<file path="config.mk">
export PLATFORM = sky130hd
export DESIGN_NAME = arid_seq_issuer
export DESIGN_NICKNAME = d
export VERILOG_FILES = /design/src/rtl/arid_pkg.sv /design/src/rtl/arid_cpl_tracker.sv /design/src/rtl/arid_seq_issuer.sv
export SDC_FILE = /design/constraint.sdc
export NUM_CORES = 1
export LEC_CHECK = 0
export BUFFER_PORTS_ARGS = -buffer_cell sky130_fd_sc_hd__buf_2
export CORE_MARGIN = 2
export CORE_UTILIZATION = 45
export DETAILED_ROUTE_END_ITERATION = 10
export PLACE_DENSITY = 0.75
export SYNTH_ARGS = -nofsm -noshare
export SYNTH_HDL_FRONTEND = slang
export SYNTH_SLANG_ARGS = --single-unit
</file>
<file path="constraint.sdc">
create_clock -name clk -period 3.8 [get_ports clk]
set_clock_uncertainty 0.15 [all_clocks]
set_input_delay 0.38 -clock clk [delete_from_list [all_inputs] [get_ports clk]]
set_output_delay 0.38 -clock clk [all_outputs]
set_load 0.01 [all_outputs]
</file>
<file path="src/rtl/arid_pkg.sv">
// ============================================================================
// Module      : arid_pkg
// Description : Shared state encoding, constants and wrapping sequence
//               increment for the ARID sequence issuer.
// Revision    : 1.0 - initial release
// ============================================================================
`default_nettype none

package arid_pkg;

    typedef enum logic {
        AR_IDLE = 1'b0,
        AR_HOLD = 1'b1
    } ar_state_e;

    localparam int ID_WIDTH_DEF  = 2;
    localparam int SEQ_WIDTH_DEF = 4;
    localparam int ARID_W        = ID_WIDTH_DEF + SEQ_WIDTH_DEF;

    // Increment modulo 2**width; callers truncate the result to their width.
    function automatic logic [31:0] seq_inc(input logic [31:0] seq, input int width);
        logic [31:0] mask;
        mask = (32'd1 << width) - 32'd1;
        return (seq + 32'd1) & mask;
    endfunction

endpackage

`default_nettype wire

</file>
<file path="src/rtl/arid_cpl_tracker.sv">
// ============================================================================
// Module      : arid_cpl_tracker
// Description : Detects R-channel burst completions for one ID lane, keeps
//               the outstanding-burst count, expected sequence and the
//               sticky seq_err flag. Optional macro: SEQ_CHECK_EN.
// Revision    : 1.0 - initial release
// ============================================================================
`default_nettype none

module arid_cpl_tracker
    import arid_pkg::*;
#(
    parameter int                  ID_WIDTH  = ID_WIDTH_DEF,
    parameter int                  SEQ_WIDTH = SEQ_WIDTH_DEF,
    parameter logic [ID_WIDTH-1:0] ID        = '0
) (
    input  logic                          clk,
    input  logic                          reset,
    input  logic                          accept,
    input  logic                          RVALID,
    input  logic                          RREADY,
    input  logic                          RLAST,
    input  logic [ID_WIDTH+SEQ_WIDTH-1:0] RID,
    output logic [SEQ_WIDTH:0]            outstanding,
    output logic                          seq_err
);

    logic [SEQ_WIDTH:0]   r_outstanding;
    logic [SEQ_WIDTH-1:0] r_exp_seq;
    logic                 r_seq_err;
    logic                 w_cpl;
    logic                 w_cpl_ok;
    logic                 w_cpl_orphan;
    logic                 w_seq_mismatch;

    assign w_cpl        = RVALID && RREADY && RLAST && (RID[ID_WIDTH-1:0] == ID);
    assign w_cpl_ok     = w_cpl && (r_outstanding != '0);
    assign w_cpl_orphan = w_cpl && (r_outstanding == '0);

`ifdef SEQ_CHECK_EN
    assign w_seq_mismatch = w_cpl_ok && (RID[ID_WIDTH +: SEQ_WIDTH] != r_exp_seq);
`else
    logic w_unused_rid_seq;
    assign w_unused_rid_seq = ^RID[ID_WIDTH +: SEQ_WIDTH];
    assign w_seq_mismatch   = 1'b0;
`endif

    always_ff @(posedge clk) begin
        if (reset) begin
            r_outstanding <= '0;
            r_exp_seq     <= '0;
            r_seq_err     <= 1'b0;
        end else begin
            if (accept && !w_cpl_ok) begin
                r_outstanding <= r_outstanding + 1'b1;
            end else if (!accept && w_cpl_ok) begin
                r_outstanding <= r_outstanding - 1'b1;
            end
            if (w_cpl_ok) begin
                r_exp_seq <= SEQ_WIDTH'(seq_inc(32'(r_exp_seq), SEQ_WIDTH));
            end
            if (w_cpl_orphan || w_seq_mismatch) begin
                r_seq_err <= 1'b1;
            end
        end
    end

    assign outstanding = r_outstanding;
    assign seq_err     = r_seq_err;

endmodule

`default_nettype wire

</file>
<file path="src/rtl/arid_seq_issuer.sv">
// ============================================================================
// Module      : arid_seq_issuer
// Description : Read-address issuer for one ID lane. Tags AR bursts with
//               ARID = {seq, ID} and limits bursts in flight to MAX_OUT.
//               Optional macro: SEQ_CHECK_EN (RID sequence checking).
// Revision    : 1.0 - initial release
// ============================================================================
`default_nettype none

module arid_seq_issuer
    import arid_pkg::*;
#(
    parameter int                  ID_WIDTH  = ID_WIDTH_DEF,
    parameter int                  SEQ_WIDTH = SEQ_WIDTH_DEF,
    parameter logic [ID_WIDTH-1:0] ID        = '0,
    parameter int                  ADDR_W    = 32,
    parameter int                  MAX_OUT   = 2 ** SEQ_WIDTH
) (
    input  logic                          clk,
    input  logic                          reset,
    input  logic                          req_valid,
    input  logic [ADDR_W-1:0]             req_addr,
    input  logic [7:0]                    req_len,
    output logic                          req_ready,
    output logic                          ARVALID,
    input  logic                          ARREADY,
    output logic [ADDR_W-1:0]             ARADDR,
    output logic [7:0]                    ARLEN,
    output logic [ID_WIDTH+SEQ_WIDTH-1:0] ARID,
    input  logic                          RVALID,
    input  logic                          RREADY,
    input  logic                          RLAST,
    input  logic [ID_WIDTH+SEQ_WIDTH-1:0] RID,
    output logic [SEQ_WIDTH:0]            outstanding,
    output logic                          idle,
    output logic                          seq_err
);

    localparam logic [SEQ_WIDTH:0] C_MAX_OUT = (SEQ_WIDTH + 1)'(MAX_OUT);

    ar_state_e                     r_state;
    ar_state_e                     w_state_nxt;
    logic [ADDR_W-1:0]             r_araddr;
    logic [7:0]                    r_arlen;
    logic [ID_WIDTH+SEQ_WIDTH-1:0] r_arid;
    logic [SEQ_WIDTH-1:0]          r_next_seq;
    logic                          w_accept;
    logic                          w_req_ready;
    logic [SEQ_WIDTH:0]            w_outstanding;

    // A completion in this cycle is deliberately not credited until next cycle.
    assign w_req_ready = ((r_state == AR_IDLE) || ARREADY) && (w_outstanding != C_MAX_OUT);
    assign w_accept    = req_valid && w_req_ready;

    always_ff @(posedge clk) begin
        if (reset) begin
            r_state <= AR_IDLE;
        end else begin
            r_state <= w_state_nxt;
        end
    end

    always_comb begin
        w_state_nxt = r_state;
        case (r_state)
            AR_IDLE: if (w_accept) w_state_nxt = AR_HOLD;
            AR_HOLD: if (ARREADY && !w_accept) w_state_nxt = AR_IDLE;
            default: w_state_nxt = AR_IDLE;
        endcase
    end

    // Payload only loads on accept, which keeps it stable while the beat is stalled.
    always_ff @(posedge clk) begin
        if (reset) begin
            r_araddr   <= '0;
            r_arlen    <= '0;
            r_arid     <= '0;
            r_next_seq <= '0;
        end else if (w_accept) begin
            r_araddr   <= req_addr;
            r_arlen    <= req_len;
            r_arid     <= {r_next_seq, ID};
            r_next_seq <= SEQ_WIDTH'(seq_inc(32'(r_next_seq), SEQ_WIDTH));
        end
    end

    arid_cpl_tracker #(
        .ID_WIDTH  (ID_WIDTH),
        .SEQ_WIDTH (SEQ_WIDTH),
        .ID        (ID)
    ) u_cpl_tracker (
        .clk         (clk),
        .reset       (reset),
        .accept      (w_accept),
        .RVALID      (RVALID),
        .RREADY      (RREADY),
        .RLAST       (RLAST),
        .RID         (RID),
        .outstanding (w_outstanding),
        .seq_err     (seq_err)
    );

    assign req_ready   = w_req_ready;
    assign ARVALID     = (r_state == AR_HOLD);
    assign ARADDR      = r_araddr;
    assign ARLEN       = r_arlen;
    assign ARID        = r_arid;
    assign outstanding = w_outstanding;
    assign idle        = (w_outstanding == '0) && (r_state == AR_IDLE);

endmodule

`default_nettype wire

</file>
Word-level counts from Yosys, hierarchy flattened
Cells that the tools add are included.
- memories kept: 0
- ROM bits: 0
- latch bits: 0
- memory bits (writable): 0
- bits in registers: 55
- shift operators: 0
- $mul: 0
- $add $sub $neg: 3
- reduce and logical (&&, ||, !) cells: 18
- equality and inequality tests: 1
- muxes and demuxes: 5
- bitwise logic cells: 1
- div/mod/pow operators: 0
- $lt $le $gt $ge: 0
- operators by type and width (kind ; count):
    1-bit logical AND ; 11
    5-bit 2-to-1 mux ; 2
    5-bit by 1-bit adder with 5-bit output (second input constant) ; 1
    5-bit logical NOT ; 1
    5-bit inequality test (second input constant) ; 1
    5-bit nonzero test ; 1
    5-bit by 1-bit subtractor with 5-bit output (second input constant) ; 1
    4-bit by 1-bit adder with 4-bit output (second input constant) ; 1
    1-bit logical NOT ; 2
    2-bit logical NOT ; 1
    1-bit 2-to-1 mux ; 2
    1-bit one-hot mux with 2 select lines ; 1
    2-bit nonzero test ; 1
    1-bit logical OR ; 1
    1-bit NOT ; 1

Longest topological paths before layout
- word-level depth: 8
- gate-level depth with buffers: 11
- gate-level depth less buffers: 10

Hierarchy
From an unflattened synthesis, not the netlist that was laid out.
- cell total of the unflattened synthesis: 267
- area total of the unflattened synthesis: 2503.7 um2
- modules (own cells, without submodules) (module ; sequential area each (um2) ; instances ; area each (um2) ; cells each):
    arid_seq_issuer ; 980.9 ; 1 ; 2117.0 ; 223
    arid_cpl_tracker ; 120.1 ; 1 ; 386.6 ; 44

Worst setup path before layout
Ideal clock, no wire load.
- path kind: flip-flop to flip-flop
- from: register u_cpl_tracker.r_outstanding[0], in the netlist u_cpl_tracker.outstanding[0]
- to: register u_cpl_tracker.r_outstanding[4], in the netlist u_cpl_tracker.outstanding[4]
- stages on the path, launching flop included: 12
- clock period less this slack: 2.868 ns
- path slack: 0.932 ns
- arrival time: 2.597 ns
- library setup time: 0.121 ns
- cell sequence: dfxtp_1 nor4_4 a211oi_2 buf_6 buf_6 ha_1 inv_1 fa_1 nand3_1 a211oi_1 a31oi_1 mux2_2
- cells in the longest elaborated chain, start to end: 6
- RTL lines (element ; line ; source):
    from (decl) ; arid_cpl_tracker.sv:28 ; logic [SEQ_WIDTH:0] r_outstanding;
    from (signal assigned) ; arid_cpl_tracker.sv:55 ; r_outstanding <= r_outstanding + 1'b1;
    from (signal assigned) ; arid_cpl_tracker.sv:57 ; r_outstanding <= r_outstanding - 1'b1;
    5-bit inequality test * ; arid_seq_issuer.sv:52 ; assign w_req_ready = ((r_state == AR_IDLE) || ARREADY) && (w_outstanding != C_MAX_OUT);
    1-bit logical AND * ; arid_seq_issuer.sv:52 ;
    1-bit logical AND * ; arid_seq_issuer.sv:53 ; assign w_accept = req_valid && w_req_ready;
    named net u_cpl_tracker.accept ; arid_cpl_tracker.sv:19 ; input logic accept,
    1-bit logical NOT ; arid_cpl_tracker.sv:56 ; end else if (!accept && w_cpl_ok) begin
    1-bit logical AND ; arid_cpl_tracker.sv:56 ;
    2-bit nonzero test (no line) ; - ;
The timed path passes the listed nets; every way through them passes the cells marked *. The select of a mux whose other input is x is not followed.
A chain may end at the register's enable or synchronous reset.

Worst setup path after layout
- from: register u_cpl_tracker.r_outstanding[0], in the netlist u_cpl_tracker.outstanding[0]
- to: register u_cpl_tracker.r_outstanding[4], in the netlist u_cpl_tracker.outstanding[4]
- cells in the longest elaborated chain, start to end: 6
- RTL lines (element):
    parallel branches: the longest is 6 deep, another holds 5-bit by 1-bit subtractor with 5-bit output
Parallel ways; which one is timed is not known. The select of a mux whose other input is x is not followed.

==> flow_summary.toml <==
[outcome]
outcome = "completed"

[yosys]
yosys.area.top_type = "dfxtp_1"
synth_area_leaders = "dfxtp_1, mux2i_1, nor2_1"
synth-seq-cells = 55
synth_top_area_frac = 0.502
synth_edf_count = 0
syn_inst = 216
syn_area_per_cell_um2 = 10.1
yosysSeqAreaShare = 0.502
synthFlopType = "dfxtp_1"
ys_types = 30
postSynth.asyncResetShare = 0
ys_warn_count = 0
syn_area_mm2 = 0.00219

[layout]
fin_nets = 372
final_common_cell = "buf_2"
area_delta_synth_final_pct = 28.5
drive_above_1_share = 0.360
fin_cells = 381
final_util = 0.596
final_cell_mix = "buf_2, nor2_1, dfxtp_1"
num_antenna_cells = 0

[global_route]
grt.total_usage = 0.153
grt_pass1_vias = 1499
antenna_found_initial = 0
grt_max_degree = 49
grt_overflow = 0
grt_pass1_wl_um = 6560

[timing]
fmax_ghz = 0.356
period_minus_slack_ps = 2810
worst_pin_slew_ps = 761
hold_viol_final = 0
rsz0062_at_grt = "false"
tns_ps = 0
maxSlewHeadroom = 0.493
hold_ws_ps = 164
report.final.slew_viol_count = 0
fin_crit_sh = 0.739
setup_viol = 0

[place]
gp_congestion = 0.723
place_inst = 373
port_buffers = 101
hpwl_um = 3100

[floorplan]
rows = 25
die-area_mm2 = 0.00545
die_h_um = 73.8
chipWidth_um = 73.8
ios = 108
core_mm2 = 0.00472
start_util = 0.464

[routing]
remaining_drc_errors = 0
wirelength_um = 4290
drt_iter0_markers = 53
drt_pass1_iterations = 5
wire_per_inst_um = 11.3
vias_per_cell = 4.68
ant_nets = 0
vias = 1783

[power_and_ir_drop]
power.total_uw = 1650
vdd_drop_max_v = 0.000266
power_density_mw_per_mm2 = 587
p_leak_uw = 0.00145

[clock_tree]
cts_tree = "yes"
hold_buffers = 0
clock_latency_ps = 290
h-tree-depth = 2
cts_buffer_depth = 2
postCtsSetupRepairBufs = 0
clkTransAtPathRegs_ps = 90
cts_resized = 0
cts_buffers = 5
clock-sinks = 55
clockRootBuffer = "clkbuf_8"

[setup_path]
crit_path_end_kind = "flip-flop"
crit_arrival_ps = 2850
cp-start-kind = "flip-flop"
critical_path_class = "flip-flop to flip-flop"
required_ps = 3840
path_max_fanout = 6

[hold_path]
holdCritPathClass = "input pin to flip-flop"

[flow_run]
timing.max_cap.violations = 0
through the flow:
stage	worst slack [ps]	area, µm²
final	991	2820
after global routing	808	2820
after CTS	991	2820
after detailed placement	1000	2720
after global placement	1050	2720
after floorplan	932	2200
layout make-up:
cell class | instances | area [µm²]
clock buffers | 7 | 86.3
clock inverters | 1 | 8.76
fillers | 424 | 1910
inverters | 3 | 11.3
multi-input cells | 145 | 1000
flip-flops and latches | 55 | 1100
well taps | 67 | 83.8
repair buffers | 103 | 520
worst max-delay path, stage by stage, from the launching register on:
cell      delay, ps
dfxtp_1         390
nor4_4          530
nand2_1         130
nand2_1          90
ha_1            150
inv_1           100
ha_1            330
a21oi_1         190
a211oi_1        100
a31oi_1         180
mux2_2          350
sequential cells by signal, indices dropped and copies added (netlist names):
signal                     cells
ARADDR                        32
ARID                           4
ARLEN                          8
ARVALID                        1
r_next_seq                     4
u_cpl_tracker.outstanding      5
u_cpl_tracker.seq_err          1
cell families (layout without fill, tap and decap cells):
family                     count (synthesis)  count (layout)  share of synthesized area
DFF                                       55              55                      0.502
adders and majority gates                  6               6                     0.0377
buffers and inverters                     17             114                     0.0445
and+or+nand+nor                           73              73                      0.143
muxes                                     47              47                      0.215
xor gates and xnor gates                   4               4                     0.0160
other                                      1               2                    0.00171
AOI/OAI and AO/OA                         13              13                     0.0394
worst paths after layout:
path / from / endpoint / slack, ps / depth (start not counted)
max: u_cpl_tracker.outstanding[0] / u_cpl_tracker.outstanding[4] / 990 / 10
min: req_addr[12] / ARADDR[12] / 160 / 3
max reg2reg: u_cpl_tracker.outstanding[0] / u_cpl_tracker.outstanding[4] / 990 / 10
min reg2reg: ARLEN[2] / ARLEN[2] / 340 / 2
metal layers:
metal  vias to the layer above  global-route usage  share of wire
li1                        914                   -              -
met1                       789               0.189           0.45
met2                        76               0.263           0.46
met3                         4              0.0357          0.074
met4                         0              0.0485         0.0079
met5                         -                   0              0
power by group:
part	internal, µW	switching (µW)	leakage [µW]
Combinational	277	307	0.000945
Clock	150	177	0.0000484
Sequential	665	78.1	0.000452
Total	1090	562	0.00145
cells in the mapped netlist, drive strengths merged (2+ instances only):
library cell	number
nor2	60
dfxtp	55
mux2i	46
buf	8
a21oi	6
clkbuf	6
ha	5
a211oi	3
inv	3
nand2	3
xnor2	3
a31oi	2
nand3	2
nor4	2
No activity file was read; power rests on OpenSTA's default activity.
